`src/rtl/cnn_pkg.sv`:
```
// Shared CNN datapath definitions: default channel count and activation width,
// the activation type and an unsigned max helper.
package cnn_pkg;

   localparam int CNN_NO_CH = 10;
   localparam int CNN_BW    = 3;
   localparam int UMAX_W    = 16;

   typedef logic [CNN_BW-1:0] act_t;

   // Operands are zero-extended by callers, so any width up to UMAX_W compares unsigned.
   function automatic logic [UMAX_W-1:0] umax(input logic [UMAX_W-1:0] a,
                                              input logic [UMAX_W-1:0] b);
      umax = (a > b) ? a : b;
   endfunction

endpackage

```
`src/rtl/maxpool_time_stream_if.sv`:
```
// Stream bundle between the quantizer, the temporal max-pool and the next conv layer.
interface maxpool_time_stream_if #(
   parameter int NO_CH = cnn_pkg::CNN_NO_CH,
   parameter int BW    = cnn_pkg::CNN_BW
);
   logic                      vld_in;
   logic [NO_CH-1:0][BW-1:0]  data_in;
   logic                      vld_out;
   logic [NO_CH-1:0][BW-1:0]  data_out;
   logic                      last_out;

   modport master (output vld_in, output data_in,
                   input  vld_out, input data_out, input last_out);
   modport slave  (input  vld_in, input data_in,
                   output vld_out, output data_out, output last_out);
endinterface

```
`src/rtl/maxpool_time_stream_lane.sv`:
```
// One channel of the temporal max-pool: running-max register plus the
// registered pooled output, sequenced by strobes shared across all lanes.
module maxpool_time_stream_lane
   import cnn_pkg::*;
#(
   parameter int BW = CNN_BW
) (
   input  logic          clk,
   input  logic          rst,
   input  logic          load_i,
   input  logic          update_i,
   input  logic          emit_i,
   input  logic [BW-1:0] data_i,
   output logic [BW-1:0] data_o
);

   logic [BW-1:0] acc_q, acc_d;
   logic [BW-1:0] out_q, out_d;
   logic [BW-1:0] merged_s;

   // First beat of a window loads directly; later beats fold into the running max.
   always_comb begin
      merged_s = BW'(umax(UMAX_W'(acc_q), UMAX_W'(data_i)));
      if (load_i) begin
         merged_s = data_i;
      end else begin
         merged_s = BW'(umax(UMAX_W'(acc_q), UMAX_W'(data_i)));
      end
      if (load_i || update_i) begin
         acc_d = merged_s;
      end else begin
         acc_d = acc_q;
      end
      if (emit_i) begin
         out_d = merged_s;
      end else begin
         out_d = out_q;
      end
   end

   always_ff @(posedge clk) begin
      if (rst) begin
         acc_q <= '0;
         out_q <= '0;
      end else begin
         acc_q <= acc_d;
         out_q <= out_d;
      end
   end

   assign data_o = out_q;

endmodule

```
`src/rtl/maxpool_time_stream.sv`:
```
// Streaming 1-D temporal max-pool with frame tracking and last-output marking.
// MAXPOOL_FLUSH_PARTIAL_EN: emit a pooled output over the trailing partial window of a frame.
module maxpool_time_stream
   import cnn_pkg::*;
#(
   parameter int NO_CH     = CNN_NO_CH,
   parameter int BW        = CNN_BW,
   parameter int POOL_SIZE = 2,
   parameter int SEQ_LEN   = 1024
) (
   input logic                   clk,
   input logic                   rst,
   maxpool_time_stream_if.slave  stream_io
);

   localparam int WIN_W     = (POOL_SIZE > 1) ? $clog2(POOL_SIZE) : 1;
   localparam int SEQ_W     = (SEQ_LEN > 1) ? $clog2(SEQ_LEN) : 1;
   localparam int REM       = SEQ_LEN % POOL_SIZE;
   localparam int LAST_FULL = SEQ_LEN - REM - 1;

   localparam logic [WIN_W-1:0] WIN_MAX       = WIN_W'(POOL_SIZE - 1);
   localparam logic [SEQ_W-1:0] SEQ_MAX       = SEQ_W'(SEQ_LEN - 1);
   localparam logic [SEQ_W-1:0] SEQ_LAST_FULL = SEQ_W'(LAST_FULL);

   logic [WIN_W-1:0] win_cnt_q, win_cnt_d;
   logic [SEQ_W-1:0] seq_cnt_q, seq_cnt_d;
   logic             vld_q, vld_d;
   logic             last_q, last_d;
   logic             win_end_s, frame_end_s;
   logic             load_s, update_s, emit_s;
   logic [NO_CH-1:0][BW-1:0] data_s;

   // Position tracking; a frame end also closes whatever window is open.
   always_comb begin
      win_end_s   = (win_cnt_q == WIN_MAX);
      frame_end_s = (seq_cnt_q == SEQ_MAX);
      if (stream_io.vld_in) begin
         if (frame_end_s || win_end_s) begin
            win_cnt_d = '0;
         end else begin
            win_cnt_d = win_cnt_q + 1'b1;
         end
         if (frame_end_s) begin
            seq_cnt_d = '0;
         end else begin
            seq_cnt_d = seq_cnt_q + 1'b1;
         end
      end else begin
         win_cnt_d = win_cnt_q;
         seq_cnt_d = seq_cnt_q;
      end
   end

   // Lane strobes and the frame-tail policy.
   always_comb begin
      load_s   = stream_io.vld_in && (win_cnt_q == '0);
      update_s = stream_io.vld_in && (win_cnt_q != '0);
`ifdef MAXPOOL_FLUSH_PARTIAL_EN
      emit_s   = stream_io.vld_in && (win_end_s || frame_end_s);
      last_d   = stream_io.vld_in && frame_end_s;
`else
      emit_s   = stream_io.vld_in && win_end_s;
      last_d   = stream_io.vld_in && win_end_s && (seq_cnt_q == SEQ_LAST_FULL);
`endif
      vld_d    = emit_s;
   end

   always_ff @(posedge clk) begin
      if (rst) begin
         win_cnt_q <= '0;
         seq_cnt_q <= '0;
         vld_q     <= 1'b0;
         last_q    <= 1'b0;
      end else begin
         win_cnt_q <= win_cnt_d;
         seq_cnt_q <= seq_cnt_d;
         vld_q     <= vld_d;
         last_q    <= last_d;
      end
   end

   for (genvar g = 0; g < NO_CH; g++) begin : g_lane
      maxpool_time_stream_lane #(.BW(BW)) u_lane (
         .clk      (clk),
         .rst      (rst),
         .load_i   (load_s),
         .update_i (update_s),
         .emit_i   (emit_s),
         .data_i   (stream_io.data_in[g]),
         .data_o   (data_s[g])
      );
   end

   assign stream_io.vld_out  = vld_q;
   assign stream_io.last_out = last_q;
   assign stream_io.data_out = data_s;

endmodule

```
`src/flat_wrapper.sv`:
```
// flat-port wrapper written by rule: the top's interface ports become plain ports
module maxpool_time_stream_flat import cnn_pkg::*;
#(
   parameter int NO_CH     = CNN_NO_CH,
   parameter int BW        = CNN_BW,
   parameter int POOL_SIZE = 2,
   parameter int SEQ_LEN   = 1024
)
  (clk, rst, stream_io_vld_in, stream_io_data_in, stream_io_vld_out, stream_io_data_out, stream_io_last_out);
  maxpool_time_stream_if #(.NO_CH(NO_CH), .BW(BW)) stream_io_i ();
  input logic clk;
  input logic rst;
  input wire logic [$bits(stream_io_i.vld_in)-1:0] stream_io_vld_in;
  input wire logic [$bits(stream_io_i.data_in)-1:0] stream_io_data_in;
  output wire logic [$bits(stream_io_i.vld_out)-1:0] stream_io_vld_out;
  output wire logic [$bits(stream_io_i.data_out)-1:0] stream_io_data_out;
  output wire logic [$bits(stream_io_i.last_out)-1:0] stream_io_last_out;
  assign stream_io_i.vld_in = stream_io_vld_in;
  assign stream_io_i.data_in = stream_io_data_in;
  assign stream_io_vld_out = stream_io_i.vld_out;
  assign stream_io_data_out = stream_io_i.data_out;
  assign stream_io_last_out = stream_io_i.last_out;
  maxpool_time_stream #(.NO_CH(NO_CH), .BW(BW), .POOL_SIZE(POOL_SIZE), .SEQ_LEN(SEQ_LEN)) u_core (.clk(clk), .rst(rst), .stream_io(stream_io_i));
endmodule
```
`config.mk`:
```
export PLATFORM = sky130hd
export DESIGN_NAME = maxpool_time_stream_flat
export DESIGN_NICKNAME = d
export VERILOG_FILES = /design/src/rtl/cnn_pkg.sv /design/src/rtl/maxpool_time_stream_if.sv /design/src/rtl/maxpool_time_stream_lane.sv /design/src/rtl/maxpool_time_stream.sv /design/src/flat_wrapper.sv
export SDC_FILE = /design/constraint.sdc
export NUM_CORES = 1
export LEC_CHECK = 0
export ABC_CLOCK_PERIOD_IN_PS = 2000
export CORE_UTILIZATION = 40
export DETAILED_ROUTE_END_ITERATION = 16
export PLACE_DENSITY = 0.59
export SLEW_MARGIN = 20
export SYNTH_ARGS = -nofsm -noshare
export SYNTH_HDL_FRONTEND = slang
export SYNTH_SLANG_ARGS = --single-unit
```
`constraint.sdc`:
```
create_clock -name clk -period 2 [get_ports clk]
set_input_delay 0.3 -clock clk [delete_from_list [all_inputs] [get_ports clk]]
set_output_delay 0.3 -clock clk [all_outputs]
set_load 0.01 [all_outputs]
```
Word level (Yosys, flattened, before mapping)

Index checks and enable logic that the tools add are counted.

Word-level logic and storage cells: 65
Bits in writable memories: 0
Memory bits (read-only): 0
Register bits after elaboration: 73
Bits in latches: 0
Memories kept: 0

Bitwise operators: 1
Eq/ne operators: 1
Multiplexer cells: 22
Divide/modulo/power cells: 0
$add $sub $neg: 2
$lt $le $gt $ge: 10
Reductions and logical operators: 5
Shift operators: 0
$mul: 0

Operator list:

| kind                    | number |
|---|---|
| $mux W3                 | 20 |
| $gt A3 B3 Y1            | 10 |
| $add A10 B1 Y10 const B | 1 |
| $eq A10 B10 Y1 const B  | 1 |
| $mux W10                | 1 |
| $logic_and A1 B1 Y1     | 3 |
| $logic_or A1 B1 Y1      | 2 |
| $add A1 B1 Y1 const B   | 1 |
| $mux W1                 | 1 |
| $not A1 Y1              | 1 |

Longest topological paths before layout

Depth after elaboration: 3
Depth in mapped cells: 6
Depth with buffers taken out: 6

Hierarchy

From an unflattened synthesis, not the netlist that was laid out.

Cell total of the unflattened synthesis: 486
Area total of the unflattened synthesis: 4,495.6 um2

Modules (own cells, without submodules):

| module                                                 | times used | cells each | sequential area each (um2) | area an instance (um2) |
|---|---|---|---|---|
| maxpool_time_stream_lane (u_core.g_lane[0].u_lane ...) | 9          | 42         | 120.1                      | 389.1 |
| maxpool_time_stream                                    | 1          | 66         | 260.2                      | 599.3 |
| maxpool_time_stream_lane (u_core.g_lane[5].u_lane)     | 1          | 42         | 120.1                      | 394.1 |

Worst setup path after synthesis

OpenSTA, ideal clock, no wires.

Path type: input -> register
Start: input port stream_io_data_in[2]
End: register u_core.g_lane[0].u_lane.out_q[0]
Setup time: 0.138 ns
Slack: 0.454 ns
Stages on the path: 6
Arrival: 1.408 ns
Path through: inv_1 ha_1 and3_1 a211oi_4 mux2i_1 a211oi_1

Longest elaborated chain between the ends: 3

RTL lines:

| element              | line                           | source |
|---|---|---|
| start, declared      | flat_wrapper.sv:14             | `input wire logic [$bits(stream_io_i.data_in)-1:0] stream_io_data_in;` |
| $gt A3 B3 Y1         | n/a                            |  |
| $mux W3              | cnn_pkg.sv:14                  | `umax = (a > b) ? a : b;` |
| $mux W3              | maxpool_time_stream_lane.sv:24 | `if (load_i) begin` |
| end signal, assigned | maxpool_time_stream_lane.sv:47 | `out_q <= out_d;` |
| end, declared        | maxpool_time_stream_lane.sv:18 | `logic [BW-1:0] out_q, out_d;` |

No other way between the ends.
A chain may end at the register's enable or synchronous reset.

Worst setup path in the final report

Start: input port stream_io_data_in[20]
End: register u_core.g_lane[6].u_lane.out_q[1]

Longest elaborated chain between the ends: 3

RTL lines:

| element              | line |
|---|---|
| $gt A3 B3 Y1         | n/a |
| $mux W3              | cnn_pkg.sv:14 |
| $mux W3              | maxpool_time_stream_lane.sv:24 |
| end signal, assigned | maxpool_time_stream_lane.sv:47 |
| end, declared        | maxpool_time_stream_lane.sv:18 |

No other way between the ends.

==> results.sh <==
export IMPL_cts_path_max_buffers=2
export IMPL_worstSkewPairLatency_ns=0.35
export IMPL_grt_pass1_wl_um=14500
export IMPL_gp_routability_congestion=0.756
export IMPL_setup_violations=0
export IMPL_synth_cell_types=29
export IMPL_synth_area_per_cell_um2=9.56
export IMPL_hold_class="input port to flop"
export IMPL_antenna_cells=0
export IMPL_netlist_instances=427
export IMPL_fp_dieW_um=103
export IMPL_post_cts_repair_setup_buffers=0
export IMPL_synth_top_family_by_area="simple AND/OR/NAND/NOR gates"
export IMPL_worstMarginPinSlew_ns=0.645
export IMPL_syn_nets=491
export IMPL_power_w=0.00418
export IMPL_synth_mux_area_frac=0.150
export IMPL_drc=0
export IMPL_hold_violations=0
export IMPL_path_max_fanout=3
export IMPL_cts_root_buf="clkbuf_8"
export IMPL_layout_nets=589
export IMPL_grt_overflow_total=0
export IMPL_dieHeight_um=103
export IMPL_ys_ff_latch=73
export IMPL_drtIter0Drc=96
export IMPL_htree_levels=3
export IMPL_min_period_over_period=0.919
export IMPL_yosys_area_top_type_share=0.358
export IMPL_post_cts_resized=0
export IMPL_grt_total_usage=0.177
export IMPL_antenna_found_initial=0
export IMPL_drt_total_wl_um=8630
export IMPL_numCtsBuffers=9
export IMPL_synth_ff_type="dfxtp_1"
export IMPL_fmax_mhz=544
export IMPL_relSlewSlack=0.570
export IMPL_setup_worst_path_start_class="input port"
export IMPL_synth_edf_count=0
export IMPL_async_flop_share=0
export IMPL_cts_tree="done"
export IMPL_rows=36
export IMPL_syn2layout_area_growth_pct=33.5
export IMPL_powerDensity_nw_per_um2=767
export IMPL_synth_compound_area_frac=0.121
export IMPL_cts_hold_buf=0
export IMPL_num_vias=3210
export IMPL_cp_required_ns=2.21
export IMPL_antenna_left=0
export IMPL_synth_xor_area_frac=0.0193
export IMPL_grt_pass1_vias=3035
export IMPL_clock_skew_ns=0.00945
export IMPL_dp_hpwl_um=6340
export IMPL_yosys_area_share_simple=0.206
export IMPL_cp_arrival_ns=2.04
export IMPL_final_layout_size_suffix_gt1_frac=0.134
export IMPL_clock_sinks=73
export IMPL_core_um2=9820
export IMPL_leakage_nw=2.21
export IMPL_grt_max_degree=43
export IMPL_dieArea_um2=10600
export IMPL_cap_viol_max_count=0
export IMPL_ir_worst_vdd_uv=384
export IMPL_wl_per_cell_um=13.0
export IMPL_fin_util=0.555
export IMPL_fin_crit_ns=1.84
export IMPL_path_clk_slew_ns=0.08
export IMPL_avgViaCountPerCell=4.84
export IMPL_synth_fa_ha_area_frac=0.0950
export IMPL_status="finished clean"
export IMPL_crit_path_end_kind="flop"
export IMPL_initial_utilization=0.416
export IMPL_worstSetupPathType="input port to flop"
export IMPL_first_pass_iters=4
export IMPL_syn_area_um2=4080
export IMPL_hold_ws_ns=0.467
export IMPL_ios=65
export IMPL_io_buffers=64
export IMPL_rsz0062_at_grt="false"
export IMPL_synth_top_cells_by_area="dfxtp_1 36%, mux2i_1 15%, ha_1 9.5%, nand2b_1 9.2%, a211oi_1 5.5%"
export IMPL_yosys_area_top_type="dfxtp_1"
export IMPL_yosysWarningCount=0
export IMPL_slew_violations=0
export IMPL_synth_seq_area_share=0.358
[area by class of cell]
| type | count | area, um2 |
|---|---|---|
| clock buffer | 11 | 141 |
| clock inverter | 5 | 150 |
| fill | 943 | 4370 |
| inverter | 30 | 113 |
| multi-input combinational | 304 | 2410 |
| sequential | 73 | 1460 |
| tap | 133 | 166 |
| timing repair buffer | 107 | 1010 |
[layout by cell type, fill, tap and decap left out, types with 2 or more instances in the layout]
cell and n:
dfxtp_1 73, clkdlybuf4s50_1 63, mux2i_1 61, nand2b_1 60
nor2_1 41, buf_4 39, ha_1 31, inv_1 30
a211oi_1 30, and3_1 12, a21oi_1 11, nand3b_1 10
a211oi_4 10, nor2b_1 10, clkbuf_8 10, nand2_1 5
xor2_1 5, bufinv_16 5, xnor2_1 4, buf_12 4
nand3_1 3, and4_1 2, nand4_1 2
[stage by stage]
stage / std cells / TNS, ns / cell area, um2 / setup WS [ns]
finish: 663 / 0 / 5450 / 0.162
global placement: 647 / -7.83 / 5160 / -0.193
detailed placement: 647 / -9.27 / 5160 / -0.208
floorplan: 427 / 0 / 4080 / 0.454
global route: 663 / 0 / 5450 / 0.0329
CTS: 663 / 0 / 5450 / 0.161
[synth_stat cells (3+ instances only)]
library cell and instances:
a211oi_4 10, nor2b_1 10, clkbuf_1 13, a21oi_1 11
nand2b_1 60, ha_1 31, and3_1 12, inv_1 30
dfxtp_1 73, a211oi_1 30, nor2_1 41, nand2_1 5
xor2_1 5, xnor2_1 4, buf_2 5, nand3_1 3
mux2i_1 61, nand3b_1 10
[per-layer routing]
metal / vias up / global-route usage / part of all wire
li1: 1661 / - / -
met1: 1486 / 0.228 / 0.50
met2: 53 / 0.289 / 0.44
met3: 10 / 0.0366 / 0.044
met4: 0 / 0.0748 / 0.016
met5: - / 0 / 0
[registers in the layout (all words and copies together), names as in the netlist]
name	flops
u_core.win_cnt_q	1
u_core.g_lane.u_lane.data_o	30
u_core.g_lane.u_lane.acc_q	30
u_core.stream_io.vld_out	1
u_core.seq_cnt_q	10
u_core.stream_io.last_out	1
[worst max-delay path, cell delays in order]
cell,delay [ns]
clkdlybuf4s50_1,0.48
inv_1,0.05
ha_1,0.31
and3_1,0.22
a211oi_4,0.23
buf_4,0.17
mux2i_1,0.20
a211oi_1,0.09
[path summary, 6_finish.rpt]
check | startpoint | endpoint | slack (ns) | depth (start not counted)
setup / recovery | stream_io_data_in[20] | u_core.g_lane[6].u_lane.data_o[1]$_SDFFE_PP0P_ | 0.16 | 8
hold / removal | rst | u_core.seq_cnt_q[8]$_SDFFE_PP0P_ | 0.47 | 2
setup reg to reg | u_core.g_lane[9].u_lane.acc_q[0]$_SDFFE_PP0P_ | u_core.g_lane[9].u_lane.acc_q[1]$_SDFFE_PP0P_ | 0.30 | 6
hold reg to reg | u_core.g_lane[5].u_lane.acc_q[0]$_SDFFE_PP0P_ | u_core.g_lane[5].u_lane.acc_q[0]$_SDFFE_PP0P_ | 0.49 | 2
[report_power, final]
group	leakage [nW]	internal, W	switching (W)
registers	0.598	0.00155	0.0000714
logic	1.46	0.000470	0.000399
clock network	0.144	0.00112	0.000572
total	2.21	0.00314	0.00104
[kinds of logic after synthesis]
family | Yosys count
AND/OR/NAND/NOR | 150
flip-flops | 73
multiplexers | 61
AO/OA/AOI/OAI | 53
buffers and inverters | 50
adder cells (fa/ha/maj) | 31
XOR/XNOR | 9
(Power assumes the default switching activity.)
